`src/rtl/uart_pkg.sv`:
```
// rtl/uart_pkg.sv - shared UART state encoding, default bit timing and parity helper
package uart_pkg;

   typedef enum logic [2:0] {
      ST_IDLE      = 3'd0,
      ST_START     = 3'd1,
      ST_DATA      = 3'd2,
      ST_PARITY    = 3'd3,
      ST_STOP      = 3'd4,
      ST_WAIT_HIGH = 3'd5
   } uart_state_e;

   localparam int unsigned DEFAULT_CLKS_PER_BIT = 5208;

   // Frames narrower than 8 bits are zero-extended, which leaves the XOR unchanged.
   function automatic logic calc_parity(input logic [7:0] data, input logic odd);
      return (^data) ^ odd;
   endfunction

endpackage

```
`src/rtl/sync_2ff.sv`:
```
// rtl/sync_2ff.sv - 1-bit two-flop synchroniser with asynchronous reset to RESET_VAL
module sync_2ff #(
   parameter logic RESET_VAL = 1'b0
) (
   input  logic clk,
   input  logic rst,
   input  logic d,
   output logic q
);

   logic meta_q;
   logic sync_q;

   always_ff @(posedge clk or posedge rst) begin
      if (rst) begin
         meta_q <= RESET_VAL;
         sync_q <= RESET_VAL;
      end else begin
         meta_q <= d;
         sync_q <= meta_q;
      end
   end

   assign q = sync_q;

endmodule

```
`src/rtl/uart_rx.sv`:
```
// rtl/uart_rx.sv - UART receiver: synchronise rx, mid-bit sampling, one-cycle result strobes
// Optional parity stage enabled by defining UART_RX_PARITY_EN.
module uart_rx
   import uart_pkg::*;
#(
   parameter int unsigned CLKS_PER_BIT = DEFAULT_CLKS_PER_BIT,
   parameter int unsigned DATA_BITS    = 8,
   parameter int unsigned PARITY_ODD   = 0
) (
   input  logic                 clk,
   input  logic                 rst,
   input  logic                 enable,
   input  logic                 rx,
   output logic [DATA_BITS-1:0] rx_data,
   output logic                 rx_valid,
   output logic                 frame_err,
   output logic                 parity_err,
   output logic                 busy
);

   localparam int CW = $clog2(CLKS_PER_BIT);
   localparam int BW = $clog2(DATA_BITS + 1);
   localparam logic [CW-1:0] CNT_FULL = CW'(CLKS_PER_BIT - 1);
   localparam logic [CW-1:0] CNT_HALF = CW'(CLKS_PER_BIT / 2 - 1);
   localparam logic [BW-1:0] BIT_LAST = BW'(DATA_BITS - 1);

   logic                 rx_s;
   uart_state_e          state_q, state_d;
   logic [CW-1:0]        cnt_q, cnt_d;
   logic [BW-1:0]        bit_q, bit_d;
   logic [DATA_BITS-1:0] shift_q, shift_d;
   logic                 perr_q, perr_d;
   logic [DATA_BITS-1:0] rx_data_q, rx_data_d;
   logic                 rx_valid_q, rx_valid_d;
   logic                 frame_err_q, frame_err_d;
   logic                 parity_err_q, parity_err_d;

   sync_2ff #(.RESET_VAL(1'b1)) u_sync (
      .clk (clk),
      .rst (rst),
      .d   (rx),
      .q   (rx_s)
   );

   always_ff @(posedge clk or posedge rst) begin
      if (rst) begin
         state_q      <= ST_IDLE;
         cnt_q        <= '0;
         bit_q        <= '0;
         shift_q      <= '0;
         perr_q       <= 1'b0;
         rx_data_q    <= '0;
         rx_valid_q   <= 1'b0;
         frame_err_q  <= 1'b0;
         parity_err_q <= 1'b0;
      end else begin
         state_q      <= state_d;
         cnt_q        <= cnt_d;
         bit_q        <= bit_d;
         shift_q      <= shift_d;
         perr_q       <= perr_d;
         rx_data_q    <= rx_data_d;
         rx_valid_q   <= rx_valid_d;
         frame_err_q  <= frame_err_d;
         parity_err_q <= parity_err_d;
      end
   end

   always_comb begin
      state_d = state_q;
      cnt_d   = cnt_q + 1'b1;
      bit_d   = bit_q;
      shift_d = shift_q;
      perr_d  = perr_q;
      case (state_q)
         ST_IDLE: begin
            cnt_d  = '0;
            bit_d  = '0;
            perr_d = 1'b0;
            if (!rx_s) state_d = ST_START;
         end
         ST_START: begin
            // A start bit that is high again at its midpoint is a glitch.
            if (cnt_q == CNT_HALF) begin
               cnt_d   = '0;
               state_d = rx_s ? ST_IDLE : ST_DATA;
            end
         end
         ST_DATA: begin
            if (cnt_q == CNT_FULL) begin
               cnt_d   = '0;
               shift_d = {rx_s, shift_q[DATA_BITS-1:1]};
               bit_d   = bit_q + 1'b1;
               if (bit_q == BIT_LAST) begin
`ifdef UART_RX_PARITY_EN
                  state_d = ST_PARITY;
`else
                  state_d = ST_STOP;
`endif
               end
            end
         end
         ST_PARITY: begin
            if (cnt_q == CNT_FULL) begin
               cnt_d   = '0;
               perr_d  = rx_s != calc_parity(8'(shift_q), PARITY_ODD != 0);
               state_d = ST_STOP;
            end
         end
         ST_STOP: begin
            if (cnt_q == CNT_FULL) begin
               cnt_d   = '0;
               state_d = rx_s ? ST_IDLE : ST_WAIT_HIGH;
            end
         end
         ST_WAIT_HIGH: begin
            cnt_d = '0;
            if (rx_s) state_d = ST_IDLE;
         end
         default: begin
            cnt_d   = '0;
            state_d = ST_IDLE;
         end
      endcase
      if (!enable) begin
         state_d = ST_IDLE;
         cnt_d   = '0;
      end
   end

   always_comb begin
      rx_data_d    = rx_data_q;
      rx_valid_d   = 1'b0;
      frame_err_d  = 1'b0;
      parity_err_d = 1'b0;
      if (enable && state_q == ST_STOP && cnt_q == CNT_FULL) begin
         if (!rx_s) begin
            frame_err_d = 1'b1;
         end else if (perr_q) begin
`ifdef UART_RX_PARITY_EN
            parity_err_d = 1'b1;
`endif
         end else begin
            rx_valid_d = 1'b1;
            rx_data_d  = shift_q;
         end
      end
   end

   assign rx_data    = rx_data_q;
   assign rx_valid   = rx_valid_q;
   assign frame_err  = frame_err_q;
   assign parity_err = parity_err_q;
   assign busy       = state_q != ST_IDLE;

endmodule

```
`config.mk`:
```
export PLATFORM = sky130hd
export DESIGN_NAME = uart_rx
export DESIGN_NICKNAME = d
export VERILOG_FILES = /design/src/rtl/uart_pkg.sv /design/src/rtl/sync_2ff.sv /design/src/rtl/uart_rx.sv
export SDC_FILE = /design/constraint.sdc
export NUM_CORES = 1
export LEC_CHECK = 0
export ABC_AREA = 1
export CAP_MARGIN = 20
export CORE_MARGIN = 1
export CORE_UTILIZATION = 35
export DETAILED_ROUTE_END_ITERATION = 6
export GPL_TIMING_DRIVEN = 0
export SLEW_MARGIN = 20
export SYNTH_ARGS = -nofsm -noshare
export SYNTH_HDL_FRONTEND = slang
export SYNTH_SLANG_ARGS = --single-unit
```
`constraint.sdc`:
```
create_clock -name clk -period 2.95 [get_ports clk]
set_input_delay 0.59 -clock clk [delete_from_list [all_inputs] [get_ports clk]]
set_output_delay 0.59 -clock clk [all_outputs]
set_load 0.03 [all_outputs]
```
## Yosys cells after proc, flatten, opt, wreduce, memory -nomap -nowiden

Index checks and enable logic that the tools add are counted.

- Reductions and logical operators: 13
- Add/subtract/negate cells: 2
- Equality and inequality tests: 18
- Mux-type cells: 24
- Bitwise operators: 1

Operators by type and width:

| kind | number |
|---|---|
| 2-to-1 mux 13 bit | 3 |
| 2-to-1 mux 3 bit | 9 |
| case mux 13 bit (2 select lines) | 1 |
| != test 3 bit, second input constant | 6 |
| case mux 3 bit (6 select lines) | 1 |
| adder 13 x 1 -> 13 bit, second input constant | 1 |
| equality test 13 x 12 -> 1 bit, second input constant | 1 |
| equality test 13 bit, second input constant | 1 |
| case mux 4 bit (2 select lines) | 1 |
| XOR reduction 8 bit | 1 |
| AND reduction 7 bit | 1 |
| equality test 3 x 2 -> 1 bit, second input constant | 2 |
| equality test 3 bit, second input constant | 2 |
| 2-to-1 mux 1 bit | 6 |
| AND reduction 2 bit | 3 |
| adder 4 x 1 -> 4 bit, second input constant | 1 |
| equality test 4 x 3 -> 1 bit, second input constant | 1 |
| 2-to-1 mux 4 bit | 1 |
| != test 2 bit, second input constant | 2 |
| nonzero test 2 bit | 2 |
| equality test 3 x 1 -> 1 bit, second input constant | 1 |
| logical NOT 3 bit | 1 |
| != test 3 x 2 -> 1 bit, second input constant | 1 |
| AND reduction 3 bit | 1 |
| 7 further kinds | 8 |

- Word-level logic and storage cells: 68
- Register bits after elaboration: 41
- Output and inout port bits: 12

## Depth between registers and ports, before layout

- Depth after elaboration: 5
- Depth in mapped cells: 10

## Modules after synthesis

A second synthesis with hierarchy kept.

- Cells, all modules: 283
- Area, all modules: 2,225.9 um^2

Modules (own cells, without submodules):

| module | times used | area each (um^2) | cells an instance |
|---|---|---|---|
| uart_rx | 1 | 2,169.6 | 280 |
| sync_2ff | 1 | 56.3 | 3 |

## Least setup slack after synthesis

Ideal clock, no wire load.

- Path kind: in2reg
- Start: input port enable
- End: register rx_data_q[0], in the netlist rx_data[0]
- Required time: 2.831 ns
- Buffers on the path: 2
- Path slack: 1.427 ns
- Data arrival time: 1.404 ns
- Stages: 7
- Path through: buf_2 -> nand2_1 -> nor4_4 -> nand2_2 -> buf_6 -> nand2_1 -> o21ai_2

- Cells in the longest elaborated chain, start to end: 3

RTL lines:

| element | line | source |
|---|---|---|
| from (decl) | uart_rx.sv:12 | `input logic enable,` |
| logical AND 1 bit (2 in series) | uart_rx.sv:136 | `if (enable && state_q == ST_STOP && cnt_q == CNT_FULL) begin` |
| AND reduction 3 bit (no source line) | - |  |
| to (signal assigned) | uart_rx.sv:62 | `rx_data_q <= rx_data_d;` |
| to (decl) | uart_rx.sv:33 | `logic [DATA_BITS-1:0] rx_data_q, rx_data_d;` |

No other way between the ends.
A chain may end at the register's enable or synchronous reset.

## Final worst setup path

- Start: register state_q[0]
- End: output port busy

- Cells in the longest elaborated chain, start to end: 1

RTL lines:

| element | line | source |
|---|---|---|
| from (decl) | uart_rx.sv:28 | `uart_state_e state_q, state_d;` |
| from (signal assigned) | uart_rx.sv:57 | `state_q <= state_d;` |
| nonzero test 3 bit | uart_rx.sv:154 | `assign busy = state_q != ST_IDLE;` |
| to (decl) | uart_rx.sv:18 | `output logic busy` |

No other way between the ends.

==> results_dict.tcl <==
set metrics [dict create \
    min_path_type "reg -> reg" \
    finalSetupTns_ps 0 \
    htreeDepth 2 \
    p_int_mw 0.827 \
    p_leak_nw 1.16 \
    die_y_um 81.6 \
    swShare_pct 32.5 \
    start_util_pct 36.8 \
    syn_to_final_growth_pct 14.9 \
    yosys.area_share.simple_pct 32.7 \
    cp-end-kind "output pin" \
    yosysWarnings 0 \
    ys.flop_type "dfrtp_1" \
    synth_nets 295 \
    cts_setup_buffers 0 \
    seqPwrFrac_pct 48.9 \
    switchingPower_mw 0.398 \
    p_comb_share_pct 21.0 \
    synthAdderAreaFrac_pct 1.13 \
    die_w_um 81.6 \
    vdd_ir_drop_max_mv 0.196 \
    utilization_pct 42.3 \
    async_flop_share_pct 100 \
    slew_viol_final 0 \
    synthXorXnorAreaFrac_pct 2.77 \
    place_ws_ps 974 \
    synth_top_area_share_pct 44.0 \
    cts.sinks 41 \
    root_buffer "clkbuf_8" \
    rows 28 \
    first_global_vias 1737 \
    total_power_mw 1.22 \
    post_drt_wl_per_cell_um 11.3 \
    muxShareOfSynthArea_pct 0 \
    crit_type "reg -> out" \
    grt_overflow 0 \
    hold_violations 0 \
    setup_ws_ps 649 \
    timing.final.crit_share_pct 78.0 \
    crit_required_ps 2360 \
    numCtsBuffers 5 \
    hold_buffers 0 \
    grt_pass1_wl_um 7610 \
    postCtsResizedCells 0 \
    synth_edf_count 0 \
    tritoncts "yes" \
    yosys.area.top_type "dfrtp_1" \
    drc 0 \
    core_area_um2 6030 \
    routabilityCongestion 0.856 \
    synth-seq-cells 41 \
    maxCapViolCount 0 \
    drt-initial-drc-count 57 \
    vias 1796 \
    status "finished, final reports clean" \
    fin_cells 386 \
    timing.fmax_mhz 435 \
    die_area_um2 6660 \
    firstDrtPassIters 4 \
    synthTopCellsByCount "nand2_1 (99), dfrtp_1 (39), inv_1 (33), nor2_1 (28), nand3_1 (15)" \
    synth_compound_area_share_pct 7.96 \
    place_area_um2 2460 \
    start_kind "register" \
    drive_above_1_share_pct 14.1 \
    hpwl_um 3210 \
    clkPwrFrac_pct 30.1 \
    drt_wl_total_um 4360 \
    crit_path_max_fanout 5 \
    vias_per_cell 4.65 \
    clk_pin_slew_ps 80 \
    multiInputGateArea_um2 992 \
    fillers 652 \
    fin_area_um2 2550 \
    synth_area_um2 2220 \
    worstSkewPairLatency_ps 300 \
    ys_top_cells_by_area "dfrtp_1 (44%), nand2_1 (17%), inv_1 (5.6%), nor2_1 (4.7%), o21ai_2 (3.6%)" \
    fin_skew_ps 12.2 \
    ioPinCount 16 \
    setup_viol 0 \
    grt_setup_unrepaired "no" \
    port-buffer-count 13 \
    regArea_um2 1030 \
    whs_ps 362 \
    cp.arrival_ps 1710 \
    postSynthAreaPerCell_um2 7.67 \
    final_nets 316 \
    power_density_nw_per_um2 481 \
    synth-seq-area-share_pct 46.4 \
    syn_inst 289 \
    clockBufferDepth 2 \
    grt_antenna_before_repair 0 \
    ys_types 27 \
    grt_max_degree 24 \
    placed_cells 378 \
    antenna_left 0 \
    diodes 0 \
    synth_top_family_by_area "simple AND/OR/NAND/NOR gates" \
    post-route-min-period_ps 2300 \
    yosysMostFrequentCell "nand2_1" \
    grt_use_total_pct 15.0 \
]
-- critical path, cell delays in order, from the launching register on --
cell             delay, ps
dfrtp_1                420
nor2_2                 190
nand2_1                180
clkdlybuf4s50_1        630
-- cells by family after synthesis --
group | count (synthesis)
simple gates | 166
buf+inv | 44
compound gates | 28
flops | 41
fa+ha+maj | 2
xor+xnor | 7
other cells | 1
-- power by group through the flow --
stage / logic, mW / clock network [mW] / registers (mW)
2_1_floorplan: 0.191 / 0 / 0.607
3_3_place_gp: 0.250 / 0 / 0.610
3_5_place_dp: 0.256 / 0 / 0.611
4_1_cts: 0.258 / 0.383 / 0.599
5_1_grt: 0.286 / 0.406 / 0.601
6_report: 0.257 / 0.368 / 0.599
-- area by class of cell --
cell class                      instances  area share (%)
Clock buffer                            5            2.70
Buffer                                  6            2.11
Sequential cell                        41            40.4
Clock inverter                          3           0.688
Inverter                               38            5.60
Multi-Input combinational cell        204            38.9
Timing Repair Buffer                   14            5.89
Tap cell                               75            3.68
-- worst paths after layout --
check | slack (ps) | from | depth (start not counted) | endpoint
max | 650 | state_q[0] | 3 | busy
min | 360 | u_sync.meta_q | 0 | u_sync.q
max reg2reg | 1330 | cnt_q[0] | 9 | rx_data[0]
min reg2reg | 360 | u_sync.meta_q | 0 | u_sync.q
max in group asynchronous | 1880 | rst | 3 | cnt_q[7]
min in group asynchronous | 600 | rst | 2 | rx_data[6]
-- sequential cells by signal, indices dropped and copies added (netlist names), 3 cells and up --
register and count:
shift_q 8, bit_q 4, state_q 3, rx_data 8, cnt_q 13
-- layout by cell type, fill, tap and decap left out, drive strengths merged, types with 2 or more instances in the layout --
| cell | netlist | layout |
|---|---|---|
| inv | 38 | 38 |
| clkdlybuf4s50 | 0 | 13 |
| dfstp | 2 | 2 |
| nor2 | 34 | 34 |
| nor3 | 10 | 10 |
| nand3 | 17 | 17 |
| o21ai | 23 | 23 |
| nand2 | 102 | 102 |
| dfrtp | 39 | 39 |
| clkbuf | 0 | 5 |
| clkinv | 0 | 2 |
| ha | 2 | 2 |
| xor2 | 7 | 7 |
| buf | 6 | 7 |
| a21oi | 4 | 4 |
-- per-layer routing --
metal | part of all wire, % | routed length (um) | GRT usage [%]
met4 | 2.1 | 93 | 6.67
met5 | 0 | 0 | 0
met3 | 3.3 | 146 | 3.44
met2 | 47 | 2030 | 24.8
met1 | 48 | 2090 | 18.6
Note: power is estimated with default switching activity, not from simulation.
